--- config.mk ---
export PLATFORM = sky130hd
export DESIGN_NAME = uart_rx_cfg
export DESIGN_NICKNAME = d
export VERILOG_FILES = /design/src/rtl/uart_rx_cfg.sv
export SDC_FILE = /design/constraint.sdc
export NUM_CORES = 1
export LEC_CHECK = 0
export CORE_MARGIN = 10
export CORE_UTILIZATION = 30
export DETAILED_ROUTE_END_ITERATION = 7
export DONT_BUFFER_PORTS = 1
export SLEW_MARGIN = 20
export SYNTH_ARGS = -nofsm -noshare
export SYNTH_HDL_FRONTEND = slang
export SYNTH_SLANG_ARGS = --single-unit
--- constraint.sdc ---
create_clock -name clk -period 3.7 [get_ports clk]
set_input_delay 0.37 -clock clk [delete_from_list [all_inputs] [get_ports clk]]
set_output_delay 0.37 -clock clk [all_outputs]
set_load 0.05 [all_outputs]
--- src/rtl/uart_rx_cfg.sv ---
// Configurable UART receiver: majority-voted mid-bit sampling, optional parity,
// one or two stop bits, break detection and back-to-back frame support.
module uart_rx_cfg #(
    parameter int DATA_BITS = 8,
    parameter int DIV_W     = 16
) (
    input  logic                 clk,
    input  logic                 rst,
    input  logic                 rx,
    input  logic [DIV_W-1:0]     baud_div,
    input  logic [1:0]           parity_mode,
    input  logic                 stop2,
    output logic [DATA_BITS-1:0] rx_dat,
    output logic                 rx_ok,
    output logic                 rx_parity_err,
    output logic                 rx_frame_err,
    output logic                 rx_busy
);

    localparam int BCNT_W = 4;

    typedef enum logic [2:0] {IDLE, START, DATA, PARITY, STOP, BRK} state_t;

    state_t               state, state_nxt;
    logic                 rx_m, rx_s, rx_d1, rx_d2;
    logic                 samp, fall, tick, last_data, last_stop;
    logic                 start_det, frame_done;
    logic [DIV_W-1:0]     cnt, cfg_div;
    logic [1:0]           cfg_par;
    logic                 cfg_stop2;
    logic [BCNT_W-1:0]    bit_cnt;
    logic                 stop_idx;
    logic [DATA_BITS-1:0] shreg;
    logic                 par_acc, stop_bad;

    // Vote over the sample cycle and the two before it to reject single-cycle spikes.
    assign samp      = (rx_s & rx_d1) | (rx_s & rx_d2) | (rx_d1 & rx_d2);
    assign fall      = rx_d1 & ~rx_s;
    assign tick      = (state == START) ? (cnt == (cfg_div >> 1)) : (cnt == cfg_div);
    assign last_data = (bit_cnt == BCNT_W'(DATA_BITS - 1));
    assign last_stop = ~cfg_stop2 | stop_idx;

    always_ff @(posedge clk) begin
        if (rst) state <= IDLE;
        else     state <= state_nxt;
    end

    // NOTE: every output of this block gets a default first so no latch is inferred.
    always_comb begin
        state_nxt  = state;
        start_det  = 1'b0;
        frame_done = 1'b0;
        rx_busy    = (state != IDLE);
        case (state)
            IDLE: begin
                if (fall) begin
                    state_nxt = START;
                    start_det = 1'b1;
                end
            end
            START: begin
                if (tick) state_nxt = samp ? IDLE : DATA;
            end
            DATA: begin
                if (tick && last_data) state_nxt = (^cfg_par) ? PARITY : STOP;
            end
            PARITY: begin
                if (tick) state_nxt = STOP;
            end
            STOP: begin
                if (tick && last_stop) begin
                    frame_done = 1'b1;
                    if (stop_bad | ~samp) begin
                        state_nxt = BRK;
                    end else if (fall) begin
                        // Next start edge coincides with the last stop sample.
                        state_nxt = START;
                        start_det = 1'b1;
                    end else begin
                        state_nxt = IDLE;
                    end
                end
            end
            BRK: begin
                if (rx_s) state_nxt = IDLE;
            end
            default: state_nxt = IDLE;
        endcase
    end

    // NOTE: sequential state uses non-blocking assignments so every flop samples pre-edge values.
    always_ff @(posedge clk) begin
        if (rst) begin
            rx_m          <= 1'b1;
            rx_s          <= 1'b1;
            rx_d1         <= 1'b1;
            rx_d2         <= 1'b1;
            cnt           <= DIV_W'(1);
            bit_cnt       <= BCNT_W'(1);
            stop_idx      <= 1'b0;
            cfg_div       <= '0;
            cfg_par       <= '0;
            cfg_stop2     <= 1'b0;
            shreg         <= '0;
            par_acc       <= 1'b0;
            stop_bad      <= 1'b0;
            rx_dat        <= '0;
            rx_ok         <= 1'b0;
            rx_parity_err <= 1'b0;
            rx_frame_err  <= 1'b0;
        end else begin
            rx_m  <= rx;
            rx_s  <= rx_m;
            rx_d1 <= rx_s;
            rx_d2 <= rx_d1;

            rx_ok         <= frame_done;
            rx_parity_err <= frame_done & (^cfg_par) & (par_acc ^ cfg_par[1]);
            rx_frame_err  <= frame_done & (stop_bad | ~samp);
            if (frame_done) rx_dat <= shreg;

            if (start_det) begin
                cfg_div   <= baud_div;
                cfg_par   <= parity_mode;
                cfg_stop2 <= stop2;
                cnt       <= '0;
            end else if (state == IDLE || state == BRK || tick) begin
                cnt <= '0;
            end else begin
                cnt <= cnt + DIV_W'(1);
            end

            if (tick) begin
                case (state)
                    START: begin
                        bit_cnt  <= '0;
                        par_acc  <= 1'b0;
                        stop_bad <= 1'b0;
                        stop_idx <= 1'b0;
                    end
                    DATA: begin
                        shreg   <= {samp, shreg[DATA_BITS-1:1]};
                        par_acc <= par_acc ^ samp;
                        bit_cnt <= bit_cnt + BCNT_W'(1);
                    end
                    PARITY: par_acc <= par_acc ^ samp;
                    STOP: begin
                        stop_idx <= 1'b1;
                        stop_bad <= stop_bad | ~samp;
                    end
                    default: ;
                endcase
            end
        end
    end

endmodule

==> results.cfg, run 1 <==
[synth]
synth_top_cells_by_count = dfxtp_1, nor2_1, mux2i_1, nand2b_1, nand2_1
ys_types = 53
synth_most_common_cell = dfxtp_1
ys_seq_area_share_pct = 38.87
synthTopCellsByArea = dfxtp_1, mux2i_1, nand2b_1
synthesis.area_um2 = 3502
yosys.area.top_type = dfxtp_1
postSynthCellCount = 404
yosys_warnings = 0
synth-main-ff-cell = dfxtp_1
synth.avg_cell_area_um2 = 8.669
synth_top_cell_area_share_pct = 38.87
synthesis.nets = 428
ys_ff_latch = 68
synth-edff-count = 0
synth-async-reset-ratio_pct = 0

[clocking]
htree_num_levels = 3
clk_pin_slew_ns = 0.06
worstSkewPairLatency_ns = 0.33
cts_tree = done
cts_made_buffers = 9
cts_root_buf = clkbuf_16
cts.sinks = 68
clockBufferDepth = 2

[sta]
finClkSkew_ns = 0.005859
max_freq_ghz = 0.2913
slew_viol_final = 0
rsz0062_at_grt = no
fin_crit_sh_pct = 92.77
hold_viol_final = 0
tns_ns = 0
min_period_ns = 3.432
setup_viol = 0
worst_pin_slew_ns = 0.6635
max_slew_margin_pct = 55.39

[detailed_routing]
ant_nets = 0
drc = 0
drtIter0Drc = 128
routed_wl_um = 7507
firstDrtPassIters = 4
avgViaCountPerCell = 4.856
vias = 2666
wire_per_inst_um = 13.67

[final_layout]
layout-drive-gt1-share_pct = 9.360
multi_input_area_um2 = 1973
antenna_cells = 0
nets = 425
syn2layout_area_growth_pct = 11.83
seqCellArea_um2 = 1361
fill_cells = 1196

[worst_setup_path]
worstPathMaxFanout = 19
crit_path_start_kind = flip-flop
cp-end-kind = flip-flop
cp_slowest_cell = or3b_1
slowest_delay_ns = 0.55
path_class = reg2reg
crit_required_ns = 3.95
arrival_ns = 3.69
cp_cell_sequence = or3b_1 -> and3_1 -> a221o_1 -> nor4b_2 -> nand4_2 -> or4b_4 -> a2111oi_4 -> buf_6 -> mux2i_1

[grt]
antenna_found_initial = 0
grt_use_total_pct = 9.637
grt_max_degree = 75
gr-total-overflow = 0
grt_pass1_wl_um = 12850
grt_pass1_vias = 2615

[run]
cap_violations = 0

[power]
p_per_area_nw_per_um2 = 493.6
peakVddDrop_uv = 248.3
leakagePower_nw = 1.308
power_mw = 1.933

[floorplan]
die_w_um = 128.0
initial_core_util_pct = 30.67
die-area_um2 = 16400
core-area_um2 = 11420
rows = 39
io_pins = 34
dieHeight_um = 128.0

[place]
gp_congestion = 0.8672
hpwl_um = 5455
portBuffers = 0

[hold_path]
hp-class = in2reg

[outcome]
outcome = complete, no violations
-- flip-flops by register name, summed over array words and instances, names as in the netlist --
signal         cells
rx_ok              1
rx_m               1
bit_cnt            4
cnt               16
rx_s               1
cfg_div           16
rx_parity_err      1
rx_dat             8
rx_d2              1
rx_d1              1
stop_idx           1
state              3
rx_frame_err       1
cfg_par            2
stop_bad           1
par_acc            1
shreg              8
cfg_stop2          1
-- layer usage --
layer  track usage, %  vias up  wire length, um
met4            2.914        0               80
met3            4.673        6              497
li1                 -     1374                -
met2            14.43       48             3428
met1            11.93     1238             3501
met5                0        -                0
-- cell families after synthesis --
logic type / synth area share [%]
multiplexers: 12.29
XOR/XNOR: 6.002
adder cells (fa/ha/maj): 0.7144
buffers and inverters: 4.930
AO/OA/AOI/OAI: 10.54
AND/OR/NAND/NOR: 26.65
flip-flops: 38.87
-- what timing repair did --
action / CTS / global route
hold buffers: 0 / 0
setup buffers: 0 / 0
resized for setup: 0 / 1
endpoints found under the setup margin: 0 / 15
-- worst max-delay path: cells and delay by family (launching register included) --
family | cells | cell delay [ns]
simple gates | 5 | 1.77
mux | 1 | 0.24
buf+inv | 1 | 0.28
flops | 1 | 0.39
compound gates | 2 | 0.66
-- where the power goes --
group          total [mW]  switching, mW  internal [mW]
sequential          0.777         0.0228          0.754
clock               0.786          0.318          0.468
combinational       0.370          0.223          0.147
-- layout make-up --
type | instances | share of cell area, %
multi-input combinational | 299 | 50.38
sequential | 68 | 34.76
clock buffer | 10 | 6.102
tap | 143 | 4.569
timing repair buffer | 9 | 1.821
inverter | 14 | 1.342
clock inverter | 6 | 1.022
-- through the flow --
step	area (um2)	std cells	hold WS, ns	util, %	setup WS, ns
CTS	3913	549	0.09256	34.26	0.1844
global placement	3633	533	0.3951	31.82	0.3309
floorplan	3502	404	0.3895	-	0.4704
finish	3916	549	0.1158	34.30	0.2676
global route	3916	549	0.09490	34.30	0.02790
detailed placement	3633	533	0.3974	31.82	0.2202
-- placed cells by master (no fill, tap or decap), types with 2 or more instances in the layout --
cell type	instances
clkbuf_16	9
clkinvlp_4	4
clkinv_2	2
a31oi_1	3
xnor2_1	9
a222oi_1	2
o21bai_1	2
dfxtp_1	68
xor2_1	15
o21a_1	4
ha_1	2
mux2i_1	43
nor2b_1	5
or2_2	5
and3_1	7
nand4_1	4
nand2b_1	43
nor4_1	4
nor3_1	14
o31ai_1	4
nand3_1	6
inv_1	14
nand2_1	27
buf_4	8
nor2_1	52
o21ai_0	8
and2_1	3
a21oi_1	12
-- worst paths after layout --
path	slack, ns	cells past startpoint	start	end
min reg2reg	0.41	1	rx_m	rx_s
min	0.12	1	rst	rx_parity_err
max	0.27	9	state[1]	cfg_div[9]
max reg2reg	0.27	9	state[1]	cfg_div[9]
No activity file was read; power rests on OpenSTA's default activity.
==> run 2, diff against run 1 <==
--- a/config.mk
+++ b/config.mk
@@ -9,6 +9,7 @@
 export CORE_UTILIZATION = 30
 export DETAILED_ROUTE_END_ITERATION = 7
 export DONT_BUFFER_PORTS = 1
+export REMOVE_ABC_BUFFERS = 1
 export SLEW_MARGIN = 20
 export SYNTH_ARGS = -nofsm -noshare
 export SYNTH_HDL_FRONTEND = slang
==> run 2 against run 1 <==
  * Largest power group unchanged
  * Power up 4.9%
  * Maximum frequency down 1.3%
  * Largest cell class unchanged
  * Setup slack worse by 0.044 ns
  * Design area up 1.3%
  * Sequential share of layout area down 0.46 points
  * Non-clock buffer count up 3
  * Highest routed layer unchanged
  * Wire length up 8.5%
  * Hold slack better by 0.021 ns
  * Die area unchanged
  * Cell count up 0.55%
  * Clock skew about the same
==> results.cfg, run 2 (synthesized netlist as in run 1, its figures left out) <==
[outcome]
outcome = complete, no violations

[final_layout]
layout_common_cells = dfxtp_1, nor2_1, nand2b_1, mux2i_1, nand2_1
top_regs = cfg_div (16), cnt (16)
syn2layout_area_growth_pct = 13.33
stdcell_area_um2 = 3969
antenna_cells = 0
layout_commonest_cell = dfxtp_1
seqCellArea_um2 = 1361
layout-drive-gt1-share_pct = 10.27
multi_input_area_um2 = 1986
nets = 428
fill_cells = 1192

[floorplan]
die-area_um2 = 16400
core-area_um2 = 11420
dieHeight_um = 128.0
io_pins = 34
rows = 39
initial_core_util_pct = 30.67
die_w_um = 128.0

[worst_setup_path]
worstPathMaxFanout = 12
cp.depth = 9
crit_required_ns = 3.96
arrival_ns = 3.73
cp_slowest_cell = or3b_1
r2r_end = cfg_div[4]
cp-end-kind = flip-flop
reg2reg_depth = 9
crit_path_start_kind = flip-flop
r2r_slack_ns = 0.22
r2r-start = state[1]
path_class = reg2reg
critPathBufInv = 1
startpoint = state[1]
cpLargestDelayFamily = simple AND/OR/NAND/NOR gates
slowest_delay_ns = 0.56
crit_end = cfg_div[4]
cp_cell_sequence = or3b_1 -> and3_1 -> a221o_1 -> nor4b_2 -> nand4_2 -> or4b_4 -> a2111oi_4 -> buf_4 -> mux2i_1

[detailed_routing]
ant_nets = 0
vias = 2748
avgViaCountPerCell = 4.978
firstDrtPassIters = 4
routed_wl_um = 8148
drc = 0
drtIter0Drc = 219
wire_per_inst_um = 14.76

[clocking]
worstSkewPairLatency_ns = 0.33
cts.sinks = 68
clk_pin_slew_ns = 0.06
cts_made_buffers = 9
cts_hold_buf = 0
cts_root_buf = clkbuf_16
clockBufferDepth = 2
htree_num_levels = 3
cts_tree = done
postCtsSetupRepairBufs = 0
cts.repair.resized = 0

[sta]
min_period_ns = 3.476
fin_crit_sh_pct = 93.95
setup_ws_ns = 0.2237
max_freq_ghz = 0.2877
setup_viol = 0
finClkSkew_ns = 0.005795
worst_pin_slew_ns = 0.6046
slew_viol_final = 0
hold_viol_final = 0
tns_ns = 0
max_slew_margin_pct = 59.35
rsz0062_at_grt = no

[grt]
grt_pass1_wl_um = 13960
grt_use_total_pct = 10.43
grt_pass1_vias = 2789
gr-total-overflow = 0
grt_max_degree = 75
antenna_found_initial = 0

[power]
p_per_area_nw_per_um2 = 510.8
peakVddDrop_uv = 249.4
leakagePower_nw = 1.346

[place]
portBuffers = 0
dp_slack_ns = 0.2527
hpwl_um = 5952
dpl_cell_area_um2 = 3656
gp_congestion = 0.9313

[run]
cap_violations = 0

[hold_path]
hp-class = in2reg
## run 2: worst reg2reg max path, cell delays in order (launching register included)
cell and delay [ns]:
dfxtp_1 0.40, or3b_1 0.56, and3_1 0.25, a221o_1 0.30, nor4b_2 0.30, nand4_2 0.15
or4b_4 0.52, a2111oi_4 0.39, buf_4 0.32, mux2i_1 0.22
## run 2: where the power goes
part	switching [mW]	internal (mW)	total, mW
clock network	0.331	0.524	0.855
registers	0.0281	0.754	0.782
logic	0.227	0.163	0.390
total	0.586	1.44	2.03
## run 2: worst min path at each step
stage,slack (ns),to,cells past startpoint,start
floorplan,0.39,rx_s,1,rx_m
global placement,0.39,rx_s,1,rx_m
detailed placement,0.39,rx_s,1,rx_m
CTS,0.11,rx_dat[4],1,rst
global route,0.12,rx_m,1,rx
finish,0.14,rx_m,1,rx
## run 2: per-layer routing
layer	part of all wire, %	vias up	global-route usage [%]	wire, um
met2	46	62	16.18	3746
met4	1.9	0	4.702	153
met1	46	1296	12.95	3772
met3	5.8	11	3.226	475
li1	-	1379	-	-
met5	0	-	0	0
## run 2: cell type report
class                           count  area share, %
Clock buffer                        9          5.675
Timing Repair Buffer               12          2.270
Tap cell                          143          4.508
Sequential cell                    68          34.30
Clock inverter                      7          1.892
Inverter                           14          1.324
Multi-Input combinational cell    299          50.03
## run 2: metrics by stage
stage | util, % | std cells | hold slack, ns | power, mW
after detailed placement | 32.02 | 536 | 0.3933 | 1.177
after CTS | 34.65 | 552 | 0.1072 | 2.037
after floorplan | - | 381 | 0.3895 | 1.065
final | 34.76 | 552 | 0.1372 | 2.027
after global routing | 34.76 | 552 | 0.1176 | 2.124
after global placement | 32.02 | 536 | 0.3929 | 1.171
